==> config.mk <==
export PLATFORM = sky130hd
export DESIGN_NAME = time_scale_selector_flat
export DESIGN_NICKNAME = d
export VERILOG_FILES = /design/src/rtl/time_scale_selector_if.sv /design/src/rtl/time_scale_selector.sv /design/src/flat_wrapper.sv
export SDC_FILE = /design/constraint.sdc
export NUM_CORES = 1
export LEC_CHECK = 0
export BUFFER_PORTS_ARGS = -buffer_cell sky130_fd_sc_hd__buf_2
export CORE_ASPECT_RATIO = 0.5
export CORE_MARGIN = 2
export CORE_UTILIZATION = 59
export DETAILED_ROUTE_END_ITERATION = 12
export MAX_ROUTING_LAYER = met4
export PLACE_DENSITY = 0.76
export SKIP_LAST_GASP = 1
export SLEW_MARGIN = 20
export SYNTH_ARGS = -nofsm -noshare
export SYNTH_HDL_FRONTEND = slang
export SYNTH_SLANG_ARGS = --single-unit
==> constraint.sdc <==
create_clock -name clk -period 5.9 [get_ports clk]
set_clock_uncertainty 0.15 [all_clocks]
set_input_delay 1.18 -clock clk [delete_from_list [all_inputs] [get_ports clk]]
set_output_delay 1.18 -clock clk [all_outputs]
set_load 0.01 [all_outputs]
==> src/rtl/time_scale_selector_if.sv <==
// ---------------------------------------------------------------------------
// time_scale_selector_if
//   Front-panel bundle between the panel/UI side and time_scale_selector.
//   btn_up, btn_down : raw asynchronous push-buttons, 1 = pressed
//   scale_reset      : one-cycle pulse, restores the reset time-base index
//   scale_out        : current 5-bit time-base index
//   scale_changed    : one-cycle pulse when scale_out takes a new value
//   at_min, at_max   : index sits at the low / high end of the table
//   master modport : panel/UI side (drives buttons, reads status)
//   slave modport  : selector side
// ---------------------------------------------------------------------------
interface time_scale_selector_if;
    logic       btn_up;
    logic       btn_down;
    logic       scale_reset;
    logic [4:0] scale_out;
    logic       scale_changed;
    logic       at_min;
    logic       at_max;

    modport master (
        output btn_up, btn_down, scale_reset,
        input  scale_out, scale_changed, at_min, at_max
    );

    modport slave (
        input  btn_up, btn_down, scale_reset,
        output scale_out, scale_changed, at_min, at_max
    );
endinterface

==> src/rtl/time_scale_selector.sv <==
// ---------------------------------------------------------------------------
// time_scale_selector
//   Produces the time-base index for the time-scale lookup table from the
//   up/down front-panel buttons. Buttons are synchronised, debounced, turned
//   into single steps per press with hold-to-repeat, and the index saturates
//   at both ends of the table.
//
//   clk    : system clock, rising edge
//   rst_n  : asynchronous active-low reset
//   bus    : time_scale_selector_if.slave
//            inputs  btn_up, btn_down, scale_reset
//            outputs scale_out, scale_changed, at_min, at_max (all registered)
// ---------------------------------------------------------------------------
module time_scale_selector #(
    parameter int NUM_SCALES          = 20,
    parameter int RESET_SCALE         = 14,
    parameter int DEBOUNCE_CYCLES     = 1000000,
    parameter int REPEAT_DELAY_CYCLES = 50000000,
    parameter int REPEAT_RATE_CYCLES  = 10000000
) (
    input  logic                  clk,
    input  logic                  rst_n,
    time_scale_selector_if.slave  bus
);

    localparam int DB_W    = $clog2(DEBOUNCE_CYCLES) + 1;
    localparam int RPT_MAX = (REPEAT_DELAY_CYCLES > REPEAT_RATE_CYCLES) ?
                             REPEAT_DELAY_CYCLES : REPEAT_RATE_CYCLES;
    localparam int RPT_W   = $clog2(RPT_MAX) + 1;

    localparam logic [4:0]       MAX_IDX   = 5'(NUM_SCALES - 1);
    localparam logic [4:0]       RST_IDX   = 5'(RESET_SCALE);
    localparam logic [DB_W-1:0]  DB_LAST   = DB_W'(DEBOUNCE_CYCLES - 1);
    localparam logic [RPT_W-1:0] DLY_LAST  = RPT_W'(REPEAT_DELAY_CYCLES - 1);
    localparam logic [RPT_W-1:0] RATE_LAST = RPT_W'(REPEAT_RATE_CYCLES - 1);

    // Bit 0 = up button, bit 1 = down button.
    logic [1:0] btn_raw;
    logic [1:0] db_lvl;
    logic [1:0] db_rise;

    assign btn_raw = {bus.btn_down, bus.btn_up};

    // -----------------------------------------------------------------------
    // Per-button synchroniser + debouncer + rising-edge detector
    // -----------------------------------------------------------------------
    generate
        for (genvar gi = 0; gi < 2; gi++) begin : g_btn
            logic            sync1_q;
            logic            sync2_q;
            logic            db_q;
            logic            db_prev_q;
            logic [DB_W-1:0] db_cnt_q;

            always_ff @(posedge clk or negedge rst_n) begin
                if (!rst_n) begin
                    sync1_q   <= 1'b0;
                    sync2_q   <= 1'b0;
                    db_q      <= 1'b0;
                    db_prev_q <= 1'b0;
                    db_cnt_q  <= '0;
                end else begin
                    sync1_q   <= btn_raw[gi];
                    sync2_q   <= sync1_q;
                    db_prev_q <= db_q;
                    // Any cycle where the synchronised level agrees with the
                    // accepted level restarts the stability count.
                    if (sync2_q == db_q) begin
                        db_cnt_q <= '0;
                    end else if (db_cnt_q == DB_LAST) begin
                        db_q     <= sync2_q;
                        db_cnt_q <= '0;
                    end else begin
                        db_cnt_q <= db_cnt_q + 1'b1;
                    end
                end
            end

            assign db_lvl[gi]  = db_q;
            // Seen in the cycle after the debounced level rises.
            assign db_rise[gi] = db_q & ~db_prev_q;
        end
    endgenerate

    // -----------------------------------------------------------------------
    // Press / hold-to-repeat FSM and index register
    // -----------------------------------------------------------------------
    typedef enum logic [1:0] {
        IDLE    = 2'd0,
        HOLD_UP = 2'd1,
        HOLD_DN = 2'd2,
        BOTH    = 2'd3
    } state_t;

    state_t           state_q;
    logic [RPT_W-1:0] rpt_cnt_q;
    logic             rpt_first_q;   // still waiting for the initial long delay
    logic [4:0]       scale_q;
    logic             changed_q;
    logic             at_min_q;
    logic             at_max_q;

    logic             in_hold;
    logic             rpt_tick;
    logic             step_up;
    logic             step_dn;
    logic [4:0]       scale_d;

    assign in_hold  = (state_q == HOLD_UP) || (state_q == HOLD_DN);
    assign rpt_tick = in_hold &&
                      (rpt_cnt_q == (rpt_first_q ? DLY_LAST : RATE_LAST));

    // A repeat tick only steps while the own button is still held and the
    // opposite one is not arriving in the same cycle (that cycle goes to BOTH).
    assign step_up = ((state_q == IDLE)    && db_rise[0] && !db_lvl[1]) ||
                     ((state_q == HOLD_UP) && db_lvl[0]  && !db_rise[1] && rpt_tick);
    assign step_dn = ((state_q == IDLE)    && db_rise[1] && !db_lvl[0]) ||
                     ((state_q == HOLD_DN) && db_lvl[1]  && !db_rise[0] && rpt_tick);

    // scale_reset wins over any step; steps at the table ends hold the value.
    always_comb begin
        scale_d = scale_q;
        if (bus.scale_reset) begin
            scale_d = RST_IDX;
        end else if (step_up && (scale_q < MAX_IDX)) begin
            scale_d = scale_q + 5'd1;
        end else if (step_dn && (scale_q != 5'd0)) begin
            scale_d = scale_q - 5'd1;
        end
    end

    always_ff @(posedge clk or negedge rst_n) begin
        if (!rst_n) begin
            state_q     <= IDLE;
            rpt_cnt_q   <= '0;
            rpt_first_q <= 1'b1;
            scale_q     <= RST_IDX;
            changed_q   <= 1'b0;
            at_min_q    <= (RST_IDX == 5'd0);
            at_max_q    <= (RST_IDX == MAX_IDX);
        end else begin
            scale_q   <= scale_d;
            changed_q <= (scale_d != scale_q);
            at_min_q  <= (scale_d == 5'd0);
            at_max_q  <= (scale_d == MAX_IDX);

            case (state_q)
                IDLE: begin
                    rpt_cnt_q   <= '0;
                    rpt_first_q <= 1'b1;
                    if (db_rise[0] && !db_lvl[1]) begin
                        state_q <= HOLD_UP;
                    end else if (db_rise[1] && !db_lvl[0]) begin
                        state_q <= HOLD_DN;
                    end else if (db_rise[0] || db_rise[1]) begin
                        // Simultaneous press (or a press with the other held).
                        state_q <= BOTH;
                    end
                end
                HOLD_UP, HOLD_DN: begin
                    if ((state_q == HOLD_UP) ? db_rise[1] : db_rise[0]) begin
                        state_q <= BOTH;
                    end else if ((state_q == HOLD_UP) ? !db_lvl[0] : !db_lvl[1]) begin
                        state_q <= IDLE;
                    end else if (rpt_tick) begin
                        rpt_cnt_q   <= '0;
                        rpt_first_q <= 1'b0;
                    end else begin
                        rpt_cnt_q <= rpt_cnt_q + 1'b1;
                    end
                end
                BOTH: begin
                    // Full release required before any new press is accepted.
                    if (!db_lvl[0] && !db_lvl[1]) begin
                        state_q <= IDLE;
                    end
                end
                default: state_q <= IDLE;
            endcase

            // scale_reset leaves the state path alone but makes a held button
            // wait the full initial delay again before repeating.
            if (bus.scale_reset) begin
                rpt_cnt_q   <= '0;
                rpt_first_q <= 1'b1;
            end
        end
    end

    assign bus.scale_out     = scale_q;
    assign bus.scale_changed = changed_q;
    assign bus.at_min        = at_min_q;
    assign bus.at_max        = at_max_q;

endmodule

==> src/flat_wrapper.sv <==
// flat-port wrapper written by rule: the top's interface ports become plain ports
module time_scale_selector_flat 
#(
    parameter int NUM_SCALES          = 20,
    parameter int RESET_SCALE         = 14,
    parameter int DEBOUNCE_CYCLES     = 1000000,
    parameter int REPEAT_DELAY_CYCLES = 50000000,
    parameter int REPEAT_RATE_CYCLES  = 10000000
)
  (clk, rst_n, bus_btn_up, bus_btn_down, bus_scale_reset, bus_scale_out, bus_scale_changed, bus_at_min, bus_at_max);
  time_scale_selector_if bus_i ();
  input  logic clk;
  input  logic rst_n;
  input wire logic [$bits(bus_i.btn_up)-1:0] bus_btn_up;
  input wire logic [$bits(bus_i.btn_down)-1:0] bus_btn_down;
  input wire logic [$bits(bus_i.scale_reset)-1:0] bus_scale_reset;
  output wire logic [$bits(bus_i.scale_out)-1:0] bus_scale_out;
  output wire logic [$bits(bus_i.scale_changed)-1:0] bus_scale_changed;
  output wire logic [$bits(bus_i.at_min)-1:0] bus_at_min;
  output wire logic [$bits(bus_i.at_max)-1:0] bus_at_max;
  assign bus_i.btn_up = bus_btn_up;
  assign bus_i.btn_down = bus_btn_down;
  assign bus_i.scale_reset = bus_scale_reset;
  assign bus_scale_out = bus_i.scale_out;
  assign bus_scale_changed = bus_i.scale_changed;
  assign bus_at_min = bus_i.at_min;
  assign bus_at_max = bus_i.at_max;
  time_scale_selector #(.NUM_SCALES(NUM_SCALES), .RESET_SCALE(RESET_SCALE), .DEBOUNCE_CYCLES(DEBOUNCE_CYCLES), .REPEAT_DELAY_CYCLES(REPEAT_DELAY_CYCLES), .REPEAT_RATE_CYCLES(REPEAT_RATE_CYCLES)) u_core (.clk(clk), .rst_n(rst_n), .bus(bus_i));
endmodule
---- After elaboration in Yosys (flattened, before gate mapping) ----
Cells that the tools add are included.
storage, ports and cells
  output and inout port bits .............. 8
  flip-flop bits (word level) ............. 88
  input bits .............................. 5
  word-level logic and storage cells ...... 106
operators by class
  mux-type cells .......................... 27
  $add $sub $neg .......................... 5
  magnitude comparators ................... 1
  reductions and logical operators ........ 34
  bitwise logic cells ..................... 6
  equal/unequal tests ..................... 16
operator list
  kind                     count
  $mux W27                 4
  $mux W21                 4
  $pmux W27 S2             1
  $add A21 B1 Y21 const B  2
  $eq A21 B20 Y1 const B   2
  $add A27 B1 Y27 const B  1
  $eq A27 B27 Y1           1
  $mux W26                 1
  $logic_and A1 B1 Y1      16
  $mux W5                  3
  $mux W2                  6
  $mux W1                  6
  $ne A3 B3 Y1 const B     2
  $pmux W2 S3              1
  $reduce_and A3 Y1        2
  $add A5 B1 Y5 const B    1
  $eq A5 B5 Y1 const B     1
  $logic_not A5 Y1         1
  $lt A5 B5 Y1 const B     1
  $ne A5 B5 Y1             1
  $reduce_bool A5 Y1       1
  $sub A5 B1 Y5 const B    1
  $eq A2 B2 Y1 const B     2
  $logic_not A1 Y1         4
  15 further kinds         24

---- Logic depth before layout (Yosys ltp) ----
  word-level depth ........................ 11
  mapped depth ............................ 10

---- Worst setup path before layout ----
No wires, ideal clock.
  kind .................................... register to register
  start point ............................. reg u_core.state_q[0]
  end point ............................... reg u_core.at_min_q (netlist: u_core.bus.at_min)
  slack ................................... 3.305 ns
  cell stages (with the launch flop) ...... 10
  required time ........................... 5.655 ns
  data arrival time ....................... 2.350 ns
  cell sequence ........................... dfrtp_1 -> inv_1 -> ha_1 -> and4b_1 -> and4_4 -> o2111a_1 -> o21a_4 -> or3_4 -> a211o_1 -> nor4b_2
on the way
  cells in the longest elaborated chain, start to end .. 10
  elaborated cells on any way between the ends .. 23
RTL lines
  element                                                           line                                                                                source
  start: declaration                                                time_scale_selector.sv:95                                                           state_t state_q;
  start signal: assignment                                          time_scale_selector.sv:134                                                          state_q <= IDLE;
  start signal: assignment                                          time_scale_selector.sv:152                                                          state_q <= HOLD_UP;
  start signal: assignment                                          time_scale_selector.sv:154                                                          state_q <= HOLD_DN;
  $eq A2 B2 Y1 / $eq A2 B1 Y1 (equally long branches)               time_scale_selector.sv:109, time_scale_selector.sv:118, time_scale_selector.sv:116
  $logic_and A1 B1 Y1 / $logic_or A1 B1 Y1 (equally long branches)  time_scale_selector.sv:118, time_scale_selector.sv:109
  $logic_and A1 B1 Y1 (on tied branches)                            time_scale_selector.sv:118, time_scale_selector.sv:110
  $logic_and A1 B1 Y1                                               time_scale_selector.sv:118                                                          ((state_q == HOLD_DN) && db_lvl[1] && !db_rise[0] && rpt_tick);
  $logic_or A1 B1 Y1                                                time_scale_selector.sv:117                                                          assign step_dn = ((state_q == IDLE) && db_rise[1] && !db_lvl[0]) ||
  $logic_and A1 B1 Y1                                               time_scale_selector.sv:127                                                          end else if (step_dn && (scale_q != 5'd0)) begin
  $mux W5                                                           time_scale_selector.sv:127
  $mux W5 *                                                         time_scale_selector.sv:125                                                          end else if (step_up && (scale_q < MAX_IDX)) begin
  $mux W5 *                                                         time_scale_selector.sv:123                                                          if (bus.scale_reset) begin
  $logic_not A5 Y1 *                                                time_scale_selector.sv:144                                                          at_min_q <= (scale_d == 5'd0);
  end signal: assignment                                            time_scale_selector.sv:139                                                          at_min_q <= (RST_IDX == 5'd0);
  end signal: assignment                                            time_scale_selector.sv:144
  end: declaration                                                  time_scale_selector.sv:100                                                          logic at_min_q;
Mark *: on every way between the ends. The rest lies on a longest branch, timed or not.
A chain may end at the register's enable or synchronous reset.

---- Final worst setup path ----
  start point ............................. reg u_core.state_q[1]
  end point ............................... reg u_core.rpt_cnt_q[11]
on the way
  cells in the longest elaborated chain, start to end .. 8
  elaborated cells on any way between the ends .. 17
RTL lines
  element                                              line                        source
  $eq A2 B1 Y1 / $eq A2 B2 Y1 (equally long branches)  -
  $logic_or A1 B1 Y1                                   time_scale_selector.sv:109  assign in_hold = (state_q == HOLD_UP) || (state_q == HOLD_DN);
  $logic_and A1 B1 Y1                                  time_scale_selector.sv:110  assign rpt_tick = in_hold &&
  $mux W27                                             time_scale_selector.sv:165  end else if (rpt_tick) begin
  $mux W27                                             time_scale_selector.sv:163  end else if ((state_q == HOLD_UP) ? !db_lvl[0] : !db_lvl[1]) begin
  $mux W27                                             time_scale_selector.sv:161  if ((state_q == HOLD_UP) ? db_rise[1] : db_rise[0]) begin
  $pmux W27 S2                                         time_scale_selector.sv:147  case (state_q)
  $mux W27                                             time_scale_selector.sv:183  if (bus.scale_reset) begin
  end signal: assignment                               time_scale_selector.sv:169  rpt_cnt_q <= rpt_cnt_q + 1'b1;
  end: declaration                                     time_scale_selector.sv:96   logic [RPT_W-1:0] rpt_cnt_q;
Several ways; a longest one is shown, not always the timed one. The select of a mux whose other input is x is not followed.

==> results.md <==
Synth:
- By area the synthesized netlist is led by sky130_fd_sc_hd__dfrtp_1, sky130_fd_sc_hd__nor2_1, sky130_fd_sc_hd__xor2_1.
- The leading register cell type out of synthesis is sky130_fd_sc_hd__dfrtp_1.
- Among all cell types in the netlist, the one instantiated most often is sky130_fd_sc_hd__dfrtp_1.
- The number of synthesized flops with an enable pin is 0.
- The number of storage elements in the synthesis netlist is 88.
- The commonest cells after synthesis are sky130_fd_sc_hd__dfrtp_1, sky130_fd_sc_hd__nor2_1, sky130_fd_sc_hd__xor2_1.
- The number of distinct standard cells referenced by the synthesized netlist is 52.
- Of the synthesized area, sequential elements account for 0.490.
- The synthesized area per cell is 9.63 µm².
- The yosys synthesis warning count is 0.
- Of all cell types, the one taking the most synthesized area is sky130_fd_sc_hd__dfrtp_1.
- The post-synthesis instance total is 468.
- The fraction of registers with async set or reset after synthesis is 1.00.
- The cell area after synthesis is 4510 µm².
- The net count after synthesis is 483.
- The area share of the largest cell type after synthesis is 0.467.

Global routing:
- The first global-routing pass estimated 14400 µm of wire.
- The global-route congestion overflow total is 0.
- Entering global routing, the biggest net connects 59 pins.
- The total routing resource utilization after global routing is 0.226.
- The number of antenna violations at the first check in global routing was 0.
- The number of global-route vias before repair was 3103.

Floorplanning:
- The floorplan step defined a die boundary enclosing 8390 µm².
- Pin placement for this block handled 13 I/O pins.
- The initial cell density of the core is 0.611.
- The cell row count is 22.
- The die is 65.8 µm tall.
- The core region area is 7380 µm².
- The die width is 128 µm.

Timing:
- The final worst-path cycle share is 0.529.
- Setup repair after global routing left no endpoint under its margin.
- The achievable frequency is 320 MHz.
- The count of endpoints failing hold in the final timing report was 0.
- Setup violations remaining at the end of the flow were counted as 0.
- At the pin with the least slew margin, the transition time is 933 ps.
- After layout, the minimum clock period comes to 3120 ps.
- The final-layout setup total negative slack is 0 ps.
- The final-report max-slew violation count is 0.
- Measured against its own limit, the worst slew margin works out to 0.377.
- The worst-case setup margin in the final layout is 2780 ps.

CTS:
- The tree is rooted in a sky130_fd_sc_hd__clkbuf_16.
- After clock tree synthesis, the clock-pin slew on the worst setup and hold paths is 70 ps.
- Hold repair after CTS inserted 0 buffers.
- The CTS buffer count is 9.
- In this run the post-CTS setup repair buffer count came out at 0.
- The TritonCTS clock tree is done.
- The maximum buffer depth of the clock tree is 2.
- Gates resized during post-CTS repair numbered 0.
- The number of levels in the clock H-tree is 3.
- The clock reaches the later pin of the worst-skew pair after 350 ps.
- CTS saw 88 sinks.

Power and ir drop:
- The power density of the placed cells is 242 nW/µm².
- For this design the static power due to leakage is 0.00210 µW.
- The worst-case IR drop observed on VDD is 156 µV.

Route:
- The final wirelength is 8320 µm.
- The average via count per standard cell is 5.74.
- For this run, the detailed router's first-pass iteration total came to 4.
- The overall via count from detail_route is 3339.
- The residual DRC count is 0.
- The number of violations reported at the end of detailed-routing iteration 0 is 212.
- The residual antenna-violating net count after detailed routing is 0.
- The per-cell routed wire length is 14.3 µm.

Final layout:
- The area growth from synthesis to layout is 9.94%.
- Fill cells in the final layout number 582.
- Of the cells placed in the final design, the portion with a size suffix greater than 1 is 0.105.
- Measured on the finished design, the core utilization comes to 0.671.
- The number of antenna diodes in the final layout is 0.
- The final layout contains 496 nets.

Critical path:
- In this run the register-to-register setup slack is 2780 ps.
- In this run the worst path has a maximum fanout of 11.
- For the worst setup path, the data required time is 5980 ps.
- The endpoint class of the critical path is a register.
- The critical path is of the register to register type.
- The arrival time at the worst endpoint is 3200 ps.
- STA classifies the critical path startpoint as a register.

Place:
- Before CTS, the worst setup slack after placement is 2490 ps.
- Summed over all nets, the half-perimeter wirelength after detailed placement is 5620 µm.
- The routability congestion estimate is 0.897.
- In this run the tool buffered the top-level ports with 12 buffer cells.

Job:
- The tool flagged a number of max-cap violations equal to 0.

Status:
- The flow ran to the end, and the final reports show no timing, DRC or antenna violations.

Min path:
- The class of the tightest hold or removal check is register to register.
==> per-layer routing <==
layer | vias up | track usage | share of wire
met5 | - | - | 0
met1 | 1611 | 0.321 | 0.52
li1 | 1655 | - | -
met3 | 12 | 0.0526 | 0.036
met2 | 61 | 0.320 | 0.43
met4 | 0 | 0.0865 | 0.014
==> path summary, 6_finish.rpt <==
check,startpoint,cells after the start,endpoint
max,u_core.state_q[1],9,u_core.rpt_cnt_q[11]
min,u_core.g_btn[1].sync1_q,0,u_core.g_btn[1].sync2_q
max reg2reg,u_core.state_q[1],9,u_core.rpt_cnt_q[11]
min reg2reg,u_core.g_btn[1].sync1_q,0,u_core.g_btn[1].sync2_q
max in group asynchronous,rst_n,2,u_core.bus.scale_out[0]
min in group asynchronous,rst_n,1,u_core.g_btn[1].db_cnt_q[18]
==> report_power, final <==
part	internal, µW	switching (µW)
combinational	6.45	19.6
clock	299	263
sequential	608	4.13
==> registers in the layout, indices dropped and copies added, names as in the netlist <==
name and flops:
u_core.g_btn.db_cnt_q 42, u_core.rpt_cnt_q 27, u_core.bus.scale_out 5, u_core.g_btn.db_prev_q 2, u_core.g_btn.db_q 2, u_core.g_btn.sync1_q 2, u_core.g_btn.sync2_q 2, u_core.state_q 2
u_core.bus.at_max 1, u_core.bus.at_min 1, u_core.bus.scale_changed 1, u_core.rpt_first_q 1
==> worst max-delay path: stages, from the launching register on <==
cell and delay, ps:
sky130_fd_sc_hd__dfrtp_1 410, sky130_fd_sc_hd__inv_1 100, sky130_fd_sc_hd__ha_1 440, sky130_fd_sc_hd__and4b_1 250, sky130_fd_sc_hd__and4_4 250, sky130_fd_sc_hd__o211ai_1 100, sky130_fd_sc_hd__nand3b_1 280, sky130_fd_sc_hd__nor2b_1 680
sky130_fd_sc_hd__buf_4 300, sky130_fd_sc_hd__nor2_1 60
==> cell type report <==
cell class                      instances  area, µm²  area share
Inverter                               14       52.6      0.0106
Sequential cell                        88       2210       0.446
Multi-Input combinational cell        354       2200       0.444
Tap cell                               96        120      0.0242
Clock buffer                            9        225      0.0455
Clock inverter                          7       72.6      0.0147
Timing Repair Buffer                   14       77.6      0.0157
==> cells by family (layout without fill, tap and decap cells) <==
logic type / count (synthesis) / count (layout) / synth area share
compound gates: 55 / 55 / 0.0769
xor+xnor: 56 / 56 / 0.109
fa+ha+maj: 10 / 10 / 0.0278
buf+inv: 26 / 44 / 0.0222
flops: 88 / 88 / 0.490
mux: 6 / 6 / 0.0139
simple gates: 227 / 227 / 0.260
==> placed cells by master (no fill, tap or decap), types with 8 or more instances in the layout <==
cell	count
sky130_fd_sc_hd__inv_1	14
sky130_fd_sc_hd__a21oi_1	13
sky130_fd_sc_hd__nor2_1	77
sky130_fd_sc_hd__clkbuf_16	9
sky130_fd_sc_hd__o21ai_0	24
sky130_fd_sc_hd__dfrtp_1	84
sky130_fd_sc_hd__nor3_1	14
sky130_fd_sc_hd__nand2_1	29
sky130_fd_sc_hd__nor4_1	8
sky130_fd_sc_hd__and3_1	17
sky130_fd_sc_hd__buf_2	11
sky130_fd_sc_hd__ha_1	10
sky130_fd_sc_hd__nand4_1	12
sky130_fd_sc_hd__xnor2_1	24
sky130_fd_sc_hd__xor2_1	32
sky130_fd_sc_hd__or3_1	9
sky130_fd_sc_hd__nand3_1	28
==> per-stage QoR <==
step | hold WS, ps | area [µm²] | total power (µW) | cells
CTS | 202 | 4950 | 1210 | 582
global placement | 183 | 4660 | 650 | 566
floorplan | 181 | 4510 | 634 | 468
global route | 204 | 4950 | 1240 | 582
finish | 201 | 4950 | 1200 | 582
detailed placement | 186 | 4660 | 651 | 566
Power figures use the tool's default switching activity.
